File: src/rtl/ccd_pixel_packer_if.sv
// Byte-side handshake between the CCD sampler, the pixel packer and the TX FIFO write port.
interface ccd_pixel_packer_if;
  logic       frame_start;
  logic       byte_valid;
  logic [7:0] byte_in;
  logic       wfull;
  logic [7:0] wdata;
  logic       winc;
  logic       busy;
  logic       overflow;

  modport master (
    output frame_start, byte_valid, byte_in, wfull,
    input  wdata, winc, busy, overflow
  );

  modport slave (
    input  frame_start, byte_valid, byte_in, wfull,
    output wdata, winc, busy, overflow
  );
endinterface

File: src/rtl/ccd_pixel_packer.sv
// Pairs AD9826 bytes into 16-bit pixels, buffers them, and frames them into a
// header/line-numbered byte stream for the TX FIFO write port.
module ccd_pixel_packer #(
  parameter int PIXELS_PER_LINE = 800,
  parameter int LINES_PER_FRAME = 520,
  parameter int BUF_LOG2        = 4
) (
  input  logic              clk,
  input  logic              rst,
  ccd_pixel_packer_if.slave bus
);
  localparam int          DEPTH     = 1 << BUF_LOG2;
  localparam logic [15:0] PIX_LAST  = 16'(PIXELS_PER_LINE - 1);
  localparam logic [15:0] LINE_LAST = 16'(LINES_PER_FRAME - 1);
  localparam logic [16:0] LINES     = 17'(LINES_PER_FRAME);

  typedef enum logic [2:0] {
    IDLE, FHDR, LHDR, LNUM_HI, LNUM_LO, PIX_HI, PIX_LO, FEND
  } state_t;

  // The input line tag lets the output side notice a line cut short by drops.
  typedef struct packed {
    logic        eol;
    logic [15:0] line;
    logic [15:0] data;
  } entry_t;

  state_t            r_state;
  entry_t            r_mem [DEPTH];
  logic [BUF_LOG2:0] r_wptr;
  logic [BUF_LOG2:0] r_rptr;
  logic              r_phase;
  logic [7:0]        r_hi;
  logic [15:0]       r_in_pix;
  logic [16:0]       r_in_line;
  logic [15:0]       r_out_line;
  logic              r_busy;
  logic              r_overflow;

  entry_t     w_head;
  logic       w_empty;
  logic       w_full;
  logic       w_head_ok;
  logic       w_line_cut;
  logic       w_last_line;
  logic       w_in_done;
  logic       w_accept;
  logic       w_push_req;
  logic       w_push;
  logic       w_drop;
  logic       w_pop;
  logic       w_emit;
  logic       w_winc;
  logic [7:0] w_wdata;

  assign w_empty     = (r_wptr == r_rptr);
  assign w_full      = (r_wptr[BUF_LOG2] != r_rptr[BUF_LOG2]) &&
                       (r_wptr[BUF_LOG2-1:0] == r_rptr[BUF_LOG2-1:0]);
  assign w_head      = r_mem[r_rptr[BUF_LOG2-1:0]];
  assign w_head_ok   = !w_empty && (w_head.line == r_out_line);
  assign w_line_cut  = w_empty ? (r_in_line > {1'b0, r_out_line})
                               : (w_head.line != r_out_line);
  assign w_last_line = (r_out_line == LINE_LAST);
  assign w_in_done   = (r_in_line == LINES);
  assign w_accept    = bus.byte_valid && r_busy && !w_in_done && !bus.frame_start;
  assign w_push_req  = w_accept && r_phase;
  assign w_winc      = w_emit && !bus.wfull;
  assign w_pop       = w_winc && (r_state == PIX_LO);
  // A same-cycle pop frees the slot, so a push into a full buffer still lands.
  assign w_push      = w_push_req && (!w_full || w_pop);
  assign w_drop      = w_push_req && !w_push;

  // NOTE: every always_comb output gets a default first so no path infers a latch.
  always_comb begin
    w_emit  = 1'b0;
    w_wdata = 8'h00;
    case (r_state)
      FHDR:    begin w_emit = 1'b1; w_wdata = 8'hF5;              end
      LHDR:    begin w_emit = 1'b1; w_wdata = 8'hA5;              end
      LNUM_HI: begin w_emit = 1'b1; w_wdata = r_out_line[15:8];   end
      LNUM_LO: begin w_emit = 1'b1; w_wdata = r_out_line[7:0];    end
      PIX_HI:  begin
        w_emit  = w_head_ok;
        w_wdata = w_head_ok ? w_head.data[15:8] : 8'h00;
      end
      PIX_LO:  begin
        w_emit  = w_head_ok;
        w_wdata = w_head_ok ? w_head.data[7:0] : 8'h00;
      end
      FEND:    begin w_emit = 1'b1; w_wdata = 8'hFE;              end
      default: ;
    endcase
  end

  assign bus.winc     = w_winc;
  assign bus.wdata    = w_wdata;
  assign bus.busy     = r_busy;
  assign bus.overflow = r_overflow;

  // NOTE: the storage array has no reset; the pointers alone define what is valid.
  always_ff @(posedge clk) begin
    if (w_push) begin
      r_mem[r_wptr[BUF_LOG2-1:0]] <= '{eol:  (r_in_pix == PIX_LAST),
                                       line: r_in_line[15:0],
                                       data: {r_hi, bus.byte_in}};
    end
  end

  // NOTE: all state below updates with non-blocking assignments so every read sees pre-edge values.
  always_ff @(posedge clk) begin
    if (rst) begin
      r_state    <= IDLE;
      r_wptr     <= '0;
      r_rptr     <= '0;
      r_phase    <= 1'b0;
      r_hi       <= 8'h00;
      r_in_pix   <= '0;
      r_in_line  <= '0;
      r_out_line <= '0;
      r_busy     <= 1'b0;
      r_overflow <= 1'b0;
    end else if (bus.frame_start) begin
      r_state    <= FHDR;
      r_wptr     <= '0;
      r_rptr     <= '0;
      r_phase    <= 1'b0;
      r_in_pix   <= '0;
      r_in_line  <= '0;
      r_out_line <= '0;
      r_busy     <= 1'b1;
      r_overflow <= 1'b0;
    end else begin
      if (w_accept) begin
        r_phase <= !r_phase;
        if (!r_phase) begin
          r_hi <= bus.byte_in;
        end else if (r_in_pix == PIX_LAST) begin
          r_in_pix  <= '0;
          r_in_line <= r_in_line + 17'd1;
        end else begin
          r_in_pix <= r_in_pix + 16'd1;
        end
      end
      if (w_push) r_wptr <= r_wptr + 1'b1;
      if (w_pop)  r_rptr <= r_rptr + 1'b1;
      if (w_drop) r_overflow <= 1'b1;

      case (r_state)
        FHDR:    if (w_winc) r_state <= LHDR;
        LHDR:    if (w_winc) r_state <= LNUM_HI;
        LNUM_HI: if (w_winc) r_state <= LNUM_LO;
        LNUM_LO: if (w_winc) r_state <= PIX_HI;
        PIX_HI: begin
          if (w_winc) begin
            r_state <= PIX_LO;
          end else if (w_line_cut) begin
            // Remaining pixels of this line were dropped; close it at the input boundary.
            if (w_last_line) begin
              r_state <= FEND;
            end else begin
              r_state    <= LHDR;
              r_out_line <= r_out_line + 16'd1;
            end
          end
        end
        PIX_LO: begin
          if (w_winc) begin
            if (!w_head.eol) begin
              r_state <= PIX_HI;
            end else if (w_last_line) begin
              r_state <= FEND;
            end else begin
              r_state    <= LHDR;
              r_out_line <= r_out_line + 16'd1;
            end
          end
        end
        FEND: begin
          if (w_winc) begin
            r_state <= IDLE;
            r_busy  <= 1'b0;
          end
        end
        default: r_state <= IDLE;
      endcase
    end
  end
endmodule

File: src/flat_wrapper.sv
// flat-port wrapper written by rule: the top's interface ports become plain ports
module ccd_pixel_packer_flat 
#(
  parameter int PIXELS_PER_LINE = 800,
  parameter int LINES_PER_FRAME = 520,
  parameter int BUF_LOG2        = 4
)
  (clk, rst, bus_frame_start, bus_byte_valid, bus_byte_in, bus_wfull, bus_wdata, bus_winc, bus_busy, bus_overflow);
  ccd_pixel_packer_if bus_i ();
  input  logic clk;
  input  logic rst;
  input wire logic [$bits(bus_i.frame_start)-1:0] bus_frame_start;
  input wire logic [$bits(bus_i.byte_valid)-1:0] bus_byte_valid;
  input wire logic [$bits(bus_i.byte_in)-1:0] bus_byte_in;
  input wire logic [$bits(bus_i.wfull)-1:0] bus_wfull;
  output wire logic [$bits(bus_i.wdata)-1:0] bus_wdata;
  output wire logic [$bits(bus_i.winc)-1:0] bus_winc;
  output wire logic [$bits(bus_i.busy)-1:0] bus_busy;
  output wire logic [$bits(bus_i.overflow)-1:0] bus_overflow;
  assign bus_i.frame_start = bus_frame_start;
  assign bus_i.byte_valid = bus_byte_valid;
  assign bus_i.byte_in = bus_byte_in;
  assign bus_i.wfull = bus_wfull;
  assign bus_wdata = bus_i.wdata;
  assign bus_winc = bus_i.winc;
  assign bus_busy = bus_i.busy;
  assign bus_overflow = bus_i.overflow;
  ccd_pixel_packer #(.PIXELS_PER_LINE(PIXELS_PER_LINE), .LINES_PER_FRAME(LINES_PER_FRAME), .BUF_LOG2(BUF_LOG2)) u_core (.clk(clk), .rst(rst), .bus(bus_i));
endmodule
File: config.mk
export PLATFORM = sky130hd
export DESIGN_NAME = ccd_pixel_packer_flat
export DESIGN_NICKNAME = d
export VERILOG_FILES = /design/src/rtl/ccd_pixel_packer_if.sv /design/src/rtl/ccd_pixel_packer.sv /design/src/flat_wrapper.sv
export SDC_FILE = /design/constraint.sdc
export NUM_CORES = 1
export LEC_CHECK = 0
export BUFFER_PORTS_ARGS = -buffer_cell sky130_fd_sc_hd__buf_2
export CAP_MARGIN = 20
export CORE_UTILIZATION = 50
export DETAILED_ROUTE_END_ITERATION = 10
export PLACE_DENSITY_LB_ADDON = 0.12
export SLEW_MARGIN = 20
export SYNTH_ARGS = -nofsm -noshare
export SYNTH_HDL_FRONTEND = slang
export SYNTH_SLANG_ARGS = --single-unit
File: constraint.sdc
create_clock -name clk -period 16.85 [get_ports clk]
set_input_delay 1.685 -clock clk [delete_from_list [all_inputs] [get_ports clk]]
set_output_delay 1.685 -clock clk [all_outputs]
set_load 0.005 [all_outputs]
==> results of run 1 <==
[layer usage]
layer	wire length, um	vias to the layer above	global-route usage, %
met5	0	-	0
met4	1350	0	6.21
met3	4100	86	4.09
met2	27000	472	36.5
met1	27600	6902	37.6
li1	-	5767	-
[flip-flops by register name, summed over array words and instances (netlist names), 3 cells and up, named ones only]
signal             flops
u_core.r_out_line     16
u_core.r_wptr          5
u_core.r_state         3
u_core.r_hi            8
u_core.r_rptr          5
u_core.r_mem         528
u_core.r_in_line      17
u_core.r_in_pix       16
[worst max-delay path: stages, from the launching register on]
cell and delay [ns]:
dfxtp_4 0.59, buf_4 0.75, buf_4 0.76, mux2_2 0.42, o22ai_1 0.14, a221oi_1 0.08, xnor2_1 0.16, o41a_1 0.44
nor4_1 0.62, nand3_1 0.51, o21ai_0 0.57, buf_2 0.20
[placed cells by master (no fill, tap or decap), types with 9 or more instances in the layout]
cell type	netlist	layout
a21oi_1	28	28
a22oi_1	14	14
and3_1	9	9
buf_2	9	23
buf_4	6	33
clkbuf_1	24	12
clkbuf_16	0	61
clkbuf_8	6	11
clkinv_2	0	14
dfxtp_1	77	74
edfxtp_1	528	528
ha_1	25	25
inv_1	25	25
mux2i_1	52	52
mux4_2	128	128
nand2_1	63	63
nand3_1	24	24
nand4_1	17	17
nor2_1	90	79
nor2_4	0	11
nor3_1	15	11
nor4_1	10	10
o21ai_0	29	29
or3_1	15	15
xnor2_1	45	45
xor2_1	28	28
[path summary, 6_finish.rpt]
| path | slack, ns | endpoint | depth (start not counted) |
|---|---|---|---|
| max | 9.12 | bus_wdata[0] | 11 |
| min | 0.47 | u_core.r_in_pix[1] | 2 |
| max reg2reg | 10.06 | u_core.r_mem[12][26] | 13 |
| min reg2reg | 0.47 | u_core.r_in_pix[1] | 2 |
[final cells by class]
cell class | instances | area share [%]
tap | 664 | 2.98
multi-input combinational | 711 | 25.2
inverter | 29 | 0.390
clock buffer | 84 | 6.17
timing repair buffer | 60 | 1.64
sequential | 605 | 62.3
clock inverter | 32 | 1.25
[per-stage QoR]
stage | hold WS, ns | setup WS, ns
floorplan | 0.454 | 11.14
global placement | 0.466 | 9.84
detailed placement | 0.477 | 9.72
CTS | 0.479 | 9.03
global route | 0.496 | 8.74
finish | 0.473 | 9.12
[logic make-up after synthesis]
group | after synthesis | share of synthesized area [%]
AO/OA/AOI/OAI | 133 | 3.62
adder cells (fa/ha/maj) | 25 | 1.25
flip-flops | 605 | 69.8
buffers and inverters | 102 | 2.37
AND/OR/NAND/NOR | 285 | 5.65
multiplexers | 194 | 14.7
XOR/XNOR | 74 | 2.63
[power groups by stage]
| stage | registers [uW] | clock network (uW) | logic (uW) |
|---|---|---|---|
| 6_report | 1620 | 1390 | 27.0 |
| 5_1_grt | 1620 | 1460 | 29.2 |
| 4_1_cts | 1620 | 1410 | 27.4 |
| 3_5_place_dp | 1650 | 0 | 27.4 |
| 3_3_place_gp | 1650 | 0 | 27.0 |
| 2_1_floorplan | 1650 | 0 | 12.4 |
==> flow_summary_export.csv, run 1 <==
group,metric,value,unit
pwr,power,3030,uW
sta,hold_viol,0,
hold_path,hold_path_class,"flop to flop",
grt,grt_max_degree,58,
place,globalplace.congestion,0.866,
sta,max-slew-margin-rel,30.5,%
detailed_routing,ant_nets,0,
sta,worstMarginPinSlew,1.04,ns
final_layout,fillerInstances,3790,
sta,rsz0062_at_grt,"false",
detailed_routing,wl_per_cell,27.5,um
detailed_routing,firstDrtPassIters,6,
floorplanning,rows,81,
final_layout,multi_input_area,7050,um^2
clock_tree,cts_sinks,605,
final_layout,fin_area,27900,um^2
pwr,pwr-share-comb,0.9,%
critical_path,path_class,"flop to primary output",
final_layout,regArea,17400,um^2
synthesis,synthesis.nets,1456,
clock_tree,cts_resized,0,
detailed_routing,wirelength,60100,um
critical_path,arrival,6.04,ns
synthesis,synth_seq_area_share,69.8,%
place,io_buffers,23,
critical_path,cp_max_fo,57,
clock_tree,cts_root_buf,"clkbuf_16",
clock_tree,insertion_delay,0.64,ns
synthesis,synth_most_common_cell,"edfxtp_1",
synthesis,synth_area,24900,um^2
clock_tree,ctsHtreeMaxLevel,2,
pwr,power_density,109,nW/um^2
clock_tree,ctsHoldBuffers,0,
sta,finalSetupTns,0,ns
synthesis,syn_inst,1418,
final_layout,syn_to_final_growth,12.0,%
pwr,p_leak,0.00841,uW
floorplanning,die_h,225,um
detailed_routing,vias,13227,
pwr,swShare,19.9,%
critical_path,required,15.16,ns
final_layout,utilization,56.9,%
pwr,power.internal,2430,uW
floorplanning,die-area,50800,um^2
place,dpl.hpwl,36900,um
floorplanning,start_util,50.8,%
clock_tree,clockBufferDepth,3,
sta,period_minus_slack,7.73,ns
synthesis,syn_avg_cell_area,17.6,um^2
grt,first_global_vias,13110,
clock_tree,cts_buffers,61,
critical_path,start_kind,"flop",
hold_path,min_from,"u_core.r_in_pix[1]",
grt,grt.overflow.total,0,
place,dpl_cell_area,25900,um^2
sta,finalCritPeriodShare,45.9,%
pwr,p_sw,602,uW
run,cap_violations,0,
pwr,seqPwrFrac,53.3,%
clock_tree,path_clk_slew,0.06,ns
sta,max_clock_freq,129,MHz
final_layout,final_cells,2185,
critical_path,cp-end-kind,"primary output",
detailed_routing,remaining_drc_errors,0,
grt,antenna_found_initial,2,
detailed_routing,viasPerCell,6.05,
clock_tree,cts_tree,"built",
synthesis,synth-seq-cells,605,
place,placedCellCount,2069,
final_layout,drive_above_1_share,21.4,%
grt,grt_pass1_wl,88400,um
grt,grt_util_all_layers,24.5,%
pwr,ir_drop,0.0705,mV
synthesis,synth_edf_count,528,
final_layout,n_antenna_cell,0,
floorplanning,core_area,49100,um^2
sta,fin_skew,0.0295,ns
synthesis,synth.cells.most_frequent,"edfxtp_1, mux4_2, nor2_1",
synthesis,ys_types,72,
final_layout,nets,1506,
sta,maxSlewViolCount,0,
pwr,clkPwrFrac,45.8,%
synthesis,synth_top_area_cell,"edfxtp_1",
synthesis,async_flop_share,0,%
floorplanning,io_pins,24,
sta,finalSetupViolations,0,
clock_tree,post_cts_buffers,0,
synthesis,netlist.area_leader.share,63.6,%
outcome,status,"completed",
synthesis,ys_warn_count,0,
synthesis,ys.flop_type,"edfxtp_1",
detailed_routing,drt_iter0_drc,1531,
floorplanning,die_x,225,um
synthesis,synth_area_leaders,"edfxtp_1, mux4_2, dfxtp_1",
No activity file was read; power rests on OpenSTA's default activity.
==> run 2, diff against run 1 <==
==> constraint.sdc (replaced) <==
create_clock -name clk -period 6.6 [get_ports clk]
set_input_delay 0.66 -clock clk [delete_from_list [all_inputs] [get_ports clk]]
set_output_delay 0.66 -clock clk [all_outputs]
set_load 0.005 [all_outputs]
==> run 2 against run 1 <==
Compared with the run above:
- clock power rose by 140%
- clock skew fell by 0.0066 ns
- largest power group unchanged
- count of clock-buffer cells in the layout fell by 4
- critical endpoint unchanged
- wire length fell by 0.94%
==> flow_summary_export.csv, run 2 (synthesis results as in run 1) <==
group,metric,value,unit
outcome,status,"completed",
sta,worstMarginPinSlew,0.982,ns
floorplanning,rows,81,
critical_path,cp-end-kind,"primary output",
pwr,pwr-share-comb,0.9,%
clock_tree,clockBufferDepth,3,
detailed_routing,remaining_drc_errors,0,
grt,grt_util_all_layers,24.4,%
critical_path,slowest_delay,0.89,ns
critical_path,path_cells,"buf_4, mux4_2, mux2i_1, xnor2_1, o41a_1, nor4_1, nand3_1, o21ai_0, buf_2",
final_layout,nets,1510,
sta,fin_skew,0.0229,ns
run,cap_violations,0,
sta,finalSetupViolations,0,
grt,grt_pass1_wl,88400,um
pwr,power_density,269,nW/um^2
detailed_routing,firstDrtPassIters,5,
sta,max-slew-margin-rel,34.5,%
final_layout,n_antenna_cell,0,
sta,finalCritPeriodShare,85.9,%
floorplanning,die-area,50800,um^2
critical_path,rrSetupSlack,1.00,ns
place,globalplace.congestion,0.890,
pwr,ir_drop,0.218,mV
pwr,swShare,20.1,%
grt,antenna_found_initial,2,
detailed_routing,wl_per_cell,27.2,um
sta,period_minus_slack,5.67,ns
final_layout,drive_above_1_share,21.1,%
critical_path,arrival,5.01,ns
critical_path,path_class,"flop to primary output",
clock_tree,insertion_delay,0.63,ns
floorplanning,die_h,225,um
clock_tree,cts_sinks,605,
pwr,seqPwrFrac,55.1,%
grt,groute.layer.met1.usage,36.4,%
critical_path,start_kind,"flop",
clock_tree,cts_buffers,60,
critical_path,required,5.94,ns
final_layout,largest_reg_flops,528,
detailed_routing,wirelength,59500,um
floorplanning,die_x,225,um
grt,met2_usage,38.2,%
sta,maxSlewViolCount,0,
detailed_routing,viasPerCell,6.05,
final_layout,layout_common_cells,"edfxtp_1, mux4_2, nor2_1",
clock_tree,post_cts_buffers,0,
hold_path,hold_path_class,"input pin to flop",
grt,first_global_vias,12941,
grt,grt_max_degree,50,
clock_tree,cts_tree,"built",
pwr,clkPwrFrac,44.0,%
clock_tree,cts_root_buf,"clkbuf_16",
clock_tree,ctsHtreeMaxLevel,2,
grt,busiest_layer,"met2",
sta,finalSetupTns,0,ns
grt,met3_usage,3.02,%
detailed_routing,vias,13233,
detailed_routing,ant_nets,0,
pwr,p_leak,0.00854,uW
place,dpl.hpwl,37100,um
floorplanning,start_util,50.8,%
final_layout,final_common_cell,"edfxtp_1",
pwr,power,7500,uW
critical_path,slowest_stage,"dfxtp_4",
sta,hold_viol,0,
detailed_routing,drt_iter0_drc,1283,
place,io_buffers,23,
floorplanning,io_pins,24,
sta,rsz0062_at_grt,"false",
final_layout,utilization,56.8,%
final_layout,syn_to_final_growth,11.8,%
sta,max_clock_freq,176,MHz
critical_path,cp_max_fo,44,
clock_tree,path_clk_slew,0.06,ns
pwr,power.internal,5990,uW
clock_tree,cts_resized,0,
pwr,p_sw,1500,uW
grt,grt.overflow.total,0,
floorplanning,core_area,49100,um^2
clock_tree,ctsHoldBuffers,0,
[run 2: worst max-delay path, delay by kind of cell (launching register included)]
kind                      cells  cell delay [ns]
AOI/OAI and AO/OA             2             0.98
DFF                           1             0.89
xor gates and xnor gates      1             0.09
buffers and inverters         2             0.62
muxes                         2             0.74
and+or+nand+nor               2             1.04
[run 2: layout make-up]
cell class,instances,area [um^2]
Sequential cell,605,17400
Fill cell,3790,21200
Inverter,29,111
Clock inverter,32,287
Tap cell,664,831
Multi-Input combinational cell,711,7050
Clock buffer,80,1630
Timing Repair Buffer,65,568
[run 2: path summary, 6_finish.rpt]
check / endpoint / start / cells past startpoint
max: bus_wdata[0] / flop / 9
min: u_core.r_mem[0][7] / bus_byte_in[7] / 1
max reg2reg: u_core.r_mem[12][14] / flop / 11
min reg2reg: u_core.r_in_pix[1] / u_core.r_in_pix[1] / 2
[run 2: through the flow]
stage | area, um^2 | worst slack [ns] | instances | hold WS [ns]
2_1_floorplan | 24900 | 0.889 | 1418 | 0.454
3_3_place_gp | 26000 | 1.11 | 2074 | 0.462
3_5_place_dp | 26000 | 1.00 | 2074 | 0.472
4_1_cts | 27900 | 0.824 | 2186 | 0.402
5_1_grt | 27900 | 0.518 | 2186 | 0.429
6_report | 27900 | 0.933 | 2186 | 0.436
[run 2: power by group through the flow]
stage	registers (uW)	logic, uW	clock network (uW)
6_report	4130	70.5	3300
5_1_grt	4130	75.5	3490
4_1_cts	4130	71.4	3360
3_5_place_dp	4210	71.9	0
3_3_place_gp	4210	69.9	0
2_1_floorplan	4210	31.5	0
[run 2: routing by layer]
metal / wire length [um] / share of wire (%)
met1: 26500 / 45
met3: 3800 / 6.4
met5: 0 / 0
met4: 1260 / 2.1
met2: 28000 / 47
